==> src/rtl/i2s_rx.sv <==
// I2S receiver: oversamples BCLK/LRCLK/SDATA on clk and deserialises signed left/right samples.
// Optional macro I2S_RX_MONO_MIX_EN makes dout the halved sum of both channels instead of left.
module i2s_rx #(
  parameter int AUDIO_DW = 16,
  parameter int SLOT_W   = 32
) (
  input  logic                       clk,
  input  logic                       rst_n,
  input  logic                       i2s_bclk,
  input  logic                       i2s_lrclk,
  input  logic                       i2s_sdata,
  output logic signed [AUDIO_DW-1:0] left,
  output logic signed [AUDIO_DW-1:0] right,
  output logic                       valid,
  output logic signed [AUDIO_DW-1:0] dout
);

  localparam int                  CNT_W   = (SLOT_W > 1) ? $clog2(SLOT_W) : 1;
  localparam logic [CNT_W-1:0]    CNT_MAX = CNT_W'(SLOT_W - 1);
  localparam logic [AUDIO_DW-1:0] MSB_BIT = AUDIO_DW'(1) << (AUDIO_DW - 1);

  typedef enum logic {
    WAIT_SYNC,
    RUN
  } state_t;

  function automatic logic [CNT_W-1:0] cnt_sat_inc(input logic [CNT_W-1:0] c);
    return (c == CNT_MAX) ? c : c + CNT_W'(1);
  endfunction

`ifdef I2S_RX_MONO_MIX_EN
  // Sum in one extra bit, then drop the LSB: arithmetic halve, truncating.
  function automatic logic signed [AUDIO_DW-1:0] mono_mix(
    input logic signed [AUDIO_DW-1:0] a,
    input logic signed [AUDIO_DW-1:0] b
  );
    logic signed [AUDIO_DW:0] sum;
    sum = {a[AUDIO_DW-1], a} + {b[AUDIO_DW-1], b};
    return sum[AUDIO_DW:1];
  endfunction
`endif

  logic bclk_meta_p0, bclk_p0, bclk_dly_p0;
  logic lrclk_meta_p0, lrclk_p0;
  logic sdata_meta_p0, sdata_p0;

  logic vld_p1, lrclk_p1, sdata_p1;

  state_t                       state;
  logic                         lrclk_prev;
  logic [AUDIO_DW-1:0]          shreg;
  logic [CNT_W-1:0]             cnt;
  logic signed [AUDIO_DW-1:0]   word_p1;
  logic                         boundary_p1;

  // Stage p0: two-flop synchronisers plus one delayed BCLK for edge detection
  always_ff @(posedge clk or negedge rst_n) begin
    if (!rst_n) begin
      bclk_meta_p0  <= 1'b0;
      bclk_p0       <= 1'b0;
      bclk_dly_p0   <= 1'b0;
      lrclk_meta_p0 <= 1'b0;
      lrclk_p0      <= 1'b0;
      sdata_meta_p0 <= 1'b0;
      sdata_p0      <= 1'b0;
    end else begin
      bclk_meta_p0  <= i2s_bclk;
      bclk_p0       <= bclk_meta_p0;
      bclk_dly_p0   <= bclk_p0;
      lrclk_meta_p0 <= i2s_lrclk;
      lrclk_p0      <= lrclk_meta_p0;
      sdata_meta_p0 <= i2s_sdata;
      sdata_p0      <= sdata_meta_p0;
    end
  end

  // Stage p1: registered BCLK rise with the LRCLK/SDATA values seen on it
  always_ff @(posedge clk or negedge rst_n) begin
    if (!rst_n) begin
      vld_p1   <= 1'b0;
      lrclk_p1 <= 1'b0;
      sdata_p1 <= 1'b0;
    end else begin
      vld_p1   <= bclk_p0 & ~bclk_dly_p0;
      lrclk_p1 <= lrclk_p0;
      sdata_p1 <= sdata_p0;
    end
  end

  // The mask shifts out to zero once cnt reaches AUDIO_DW, which truncates long slots.
  always_comb begin
    word_p1     = shreg | (sdata_p1 ? (MSB_BIT >> cnt) : '0);
    boundary_p1 = lrclk_p1 ^ lrclk_prev;
  end

  // Stage p2: capture, word commit and sync state machine
  always_ff @(posedge clk or negedge rst_n) begin
    if (!rst_n) begin
      state      <= WAIT_SYNC;
      lrclk_prev <= 1'b0;
      shreg      <= '0;
      cnt        <= '0;
      left       <= '0;
      right      <= '0;
      dout       <= '0;
      valid      <= 1'b0;
    end else begin
      valid <= 1'b0;
      if (vld_p1) begin
        lrclk_prev <= lrclk_p1;
        if (boundary_p1) begin
          shreg <= '0;
          cnt   <= '0;
          case (state)
            WAIT_SYNC: begin
              if (lrclk_prev) state <= RUN;
            end
            RUN: begin
              if (!lrclk_prev) begin
                left <= word_p1;
              end else begin
                right <= word_p1;
`ifdef I2S_RX_MONO_MIX_EN
                dout  <= mono_mix(left, word_p1);
`else
                dout  <= left;
`endif
                valid <= 1'b1;
              end
            end
            default: state <= WAIT_SYNC;
          endcase
        end else begin
          shreg <= word_p1;
          cnt   <= cnt_sat_inc(cnt);
        end
      end
    end
  end

endmodule

==> config.mk <==
export PLATFORM = sky130hd
export DESIGN_NAME = i2s_rx
export DESIGN_NICKNAME = d
export VERILOG_FILES = /design/src/rtl/i2s_rx.sv
export SDC_FILE = /design/constraint.sdc
export NUM_CORES = 1
export LEC_CHECK = 0
export BUFFER_PORTS_ARGS = -buffer_cell sky130_fd_sc_hd__buf_4
export CAP_MARGIN = 25
export CORE_MARGIN = 1
export CORE_UTILIZATION = 30
export CTS_CLUSTER_DIAMETER = 40
export CTS_CLUSTER_SIZE = 8
export DETAILED_ROUTE_END_ITERATION = 8
export SYNTH_ARGS = -nofsm -noshare
export SYNTH_HDL_FRONTEND = slang
export SYNTH_SLANG_ARGS = --single-unit
==> constraint.sdc <==
create_clock -name clk -period 4.9 [get_ports clk]
set_input_delay 1.225 -clock clk [delete_from_list [all_inputs] [get_ports clk]]
set_output_delay 1.225 -clock clk [all_outputs]
set_load 0.05 [all_outputs]
-- Yosys cells after proc, flatten, opt, wreduce, memory -nomap -nowiden
Cells that the tools add are included.
- register bits after elaboration: 82
- latch bits: 0
- RAM bits: 0
- ROM bits: 0
- output and inout bits: 49
- memories: 0
- add/sub/neg operators: 1
- multipliers: 0
- divide/modulo/power cells: 0
- order comparisons: 0
- eq/ne operators: 2
- shifts and indexed selects: 1
- mux-type cells: 9
- bitwise logic cells: 5
- reduce and logical (&&, ||, !) cells: 4
- operators with widths (kind ; count):
    16-bit two-way mux ; 2
    16-bit bitwise OR ; 1
    16-bit by 5-bit >> shifter with 16-bit output (first input constant) ; 1
    5-bit two-way mux ; 2
    4-bit AND reduction ; 2
    5-bit by 1-bit adder with 5-bit output (second input constant) ; 1
    5-bit equality test (second input constant) ; 1
    1-bit two-way mux ; 5
    2-bit AND reduction ; 2
    2-bit != test (second input constant) ; 1
    1-bit inverter ; 2
    1-bit bitwise AND ; 1
    1-bit XOR ; 1

-- Longest topological paths before layout
- depth after elaboration: 4
- depth in mapped cells: 7

-- Least setup slack after synthesis
Ideal clock, no wire load.
- path kind: register -> output
- start point: register left[0]
- end point: output port left[0]
- arrival: 0.615 ns
- required time: 3.675 ns
- slack: 3.060 ns
- cell stages (with the launch flop): 1
- path buffers: 0
- cells stage by stage: dfrtp_1
- RTL lines (item ; RTL line ; RTL):
    from (decl) ; 12 ; output logic signed [AUDIO_DW-1:0] left,
    from (signal assigned) ; 120 ; left <= word_p1;
No word-level cell between the ends.

-- Final worst setup path
- start point: register right[13]
- end point: output port right[13]
- RTL lines (item ; RTL line ; RTL):
    from (decl) ; 13 ; output logic signed [AUDIO_DW-1:0] right,
    from (signal assigned) ; 122 ; right <= word_p1;
No word-level cell between the ends.

==> impl_metrics.toml <==
[critical_path]
cp_top_family = "flip-flops"
cp_cell_sequence = "buf_4"
critPathSlowestCell = "dfrtp_1"
worstSetupPathType = "register to output pin"
r2r_cells = 4
cp-start-kind = "register"
cp-end-kind = "output pin"
worstPathArrival_ns = 0.98
path_buf_inv = 1
worstPathMaxFanout = 2
required_ns = 3.67
cp_num_cells = 1
cpPeakStageDelay_ns = 0.41

[detailed_routing]
routed_wl_mm = 6.53
drc = 0
viasPerCell = 4.58
ant_nets = 0
drt_iter0_drc = 122
vias = 2289
dr.pass1.iters = 4
wl_per_cell_um = 13.1

[place]
gp_congestion = 0.749
port_buffers = 53
dpl.hpwl_mm = 4.45

[die]
initial_core_util_pct = 31.2
chipWidth_um = 106
core_region_area_um2 = 10500
die_area_um2 = 11300
ios = 54
die_h_um = 106
num_rows = 37

[global_routing]
grt_max_degree = 83
grt.total_usage_pct = 12.4
antenna_found_initial = 0
grt_pass1_vias = 2110
grt-ovfl-total = 0
grt_pass1_wl_mm = 10.8

[clocking]
clock_latency_ns = 0.36
clkSinkCount = 82
clockBufferDepth = 2
path_clk_slew_ns = 0.10
cts_hold_buf = 0
root_buffer = "clkbuf_8"
cts_tree = "done"
cts_setup_buffers = 0
cts_made_buffers = 9
post_cts_resized = 0
htreeDepth = 3

[yosys]
yosysWarningCount = 0
synth.top_cell.area_share_pct = 62.8
async_flop_share_pct = 100
seq_area_frac_synth_pct = 62.8
avgSynthCellArea_um2 = 10.6
syn-num-nets = 320
synthTopCellsByArea = "dfrtp_1, nand2_1, a21oi_1"
synth_flop_cell = "dfrtp_1"
synth_area_um2 = 3270
yosysUniqueCellTypes = 34
syn-instance-count = 307
synth_edf_count = 0
synth.largest_area_cell = "dfrtp_1"
ys_ff_latch = 82

[power_and_ir_drop]
switching_power_mw = 1.26
p_leak_nw = 1.93
powerDensity_nw_per_um2 = 671
power_frac_seq_pct = 37.7
comb_power_share_pct = 45.1
ir_worst_vdd_v = 0.000357
power.internal_mw = 1.41
clock_power_share_pct = 17.2
sw_frac_of_total_pct = 47.2

[final_layout]
area_growth_pct = 21.9
fin_nets = 372
drive_gt1_share_pct = 24.7
diodes = 0
layout_common_cells = "dfrtp_1, buf_4, nand2_1, nor2_1, a21oi_1"
fillers = 1058
mostFrequentLayoutCell = "dfrtp_1"

[sta]
hold_violations = 0
relSlewSlack_pct = 42.2
drv_slew = 0
fmax_ghz = 0.454
final.min_clock_period_ns = 2.20
worst_pin_slew_ns = 0.865
skew_ns = 0.0185
rsz0062_at_grt = "no"
period_share_pct = 44.9
finalSetupViolations = 0
whs_ns = 0.352
fin_tns_setup_ns = 0

[hold_path]
hp-class = "register to register"
worstHoldPathCells = 0

[status]
status = "complete, no violations"

[run]
cap_violations = 0
[cell usage after synthesis, types with 2 or more instances]
cell and instances:
buf_6 2, and4b_1 3, nor2b_1 5, nand2_1 54
buf_2 7, nor3_1 4, a22o_1 2, and3b_1 3
a41oi_1 2, nor2_1 46, a31oi_1 2, dfrtp_1 82
and3_1 3, buf_4 2, a21oi_1 39, o21ai_0 5
clkbuf_1 3, a21oi_2 14, ha_1 8, inv_1 7
[metrics by stage]
stage               worst slack [ns]  power [mW]  instances  cell area (um2)  util [%]
finish                          2.70        2.67        500             3980      38.1
global route                    2.65        2.82        500             3980      38.1
CTS                             2.68        2.70        499             3960      37.8
detailed placement              2.74        2.24        483             3770      36.1
global placement                2.76        2.22        482             3760      36.0
floorplan                       3.06        1.85        307             3270         -
[final cells by class]
| type | instances | area [um2] | area share, % |
|---|---|---|---|
| sequential | 82 | 2050 | 51.5 |
| multi-input combinational | 202 | 1100 | 27.6 |
| timing repair buffer | 57 | 452 | 11.3 |
| tap | 136 | 170 | 4.27 |
| clock buffer | 9 | 124 | 3.11 |
| clock inverter | 7 | 58.8 | 1.48 |
| inverter | 7 | 26.3 | 0.660 |
[state kept, by name, indices dropped and copies added, names as in the netlist]
register	count
lrclk_meta_p0	1
bclk_dly_p0	1
valid	1
sdata_p0	1
vld_p1	1
lrclk_p0	1
cnt	5
lrclk_prev	1
right	16
state	1
left	16
sdata_p1	1
bclk_meta_p0	1
lrclk_p1	1
bclk_p0	1
sdata_meta_p0	1
shreg	16
dout	16
[layer usage]
metal	vias to the layer above	part of all wire (%)	global-route usage, %
met5	-	0	0
met4	0	1.2	4.17
met3	9	4.3	3.92
met2	50	48	19.1
met1	1105	47	16.3
li1	1125	-	-
[power groups by stage]
stage | clock network (mW) | registers [mW] | logic (mW)
final | 0.459 | 1.01 | 1.20
after global routing | 0.509 | 1.04 | 1.27
after CTS | 0.474 | 1.01 | 1.21
after detailed placement | 0 | 1.03 | 1.21
after global placement | 0 | 1.02 | 1.20
after floorplan | 0 | 1.61 | 0.242
[cells by family (layout without fill, tap and decap cells)]
logic type,Yosys count,after routing,synth area share (%)
muxes,1,1,0.345
and+or+nand+nor,124,124,16.7
DFF,82,82,62.8
AOI/OAI and AO/OA,69,69,13.1
adders and majority gates,8,8,3.06
buffers and inverters,23,80,3.98
[path summary, 6_finish.rpt]
| path | start | end | slack (ns) |
|---|---|---|---|
| setup / recovery | right[13] | right[13] | 2.70 |
| hold / removal | sdata_p0 | sdata_p1 | 0.35 |
| setup reg to reg | lrclk_prev | valid | 3.01 |
| hold reg to reg | sdata_p0 | sdata_p1 | 0.35 |
| max in group asynchronous | rst_n | sdata_meta_p0 | 3.59 |
| min in group asynchronous | rst_n | right[11] | 0.69 |
(Power assumes the default switching activity.)
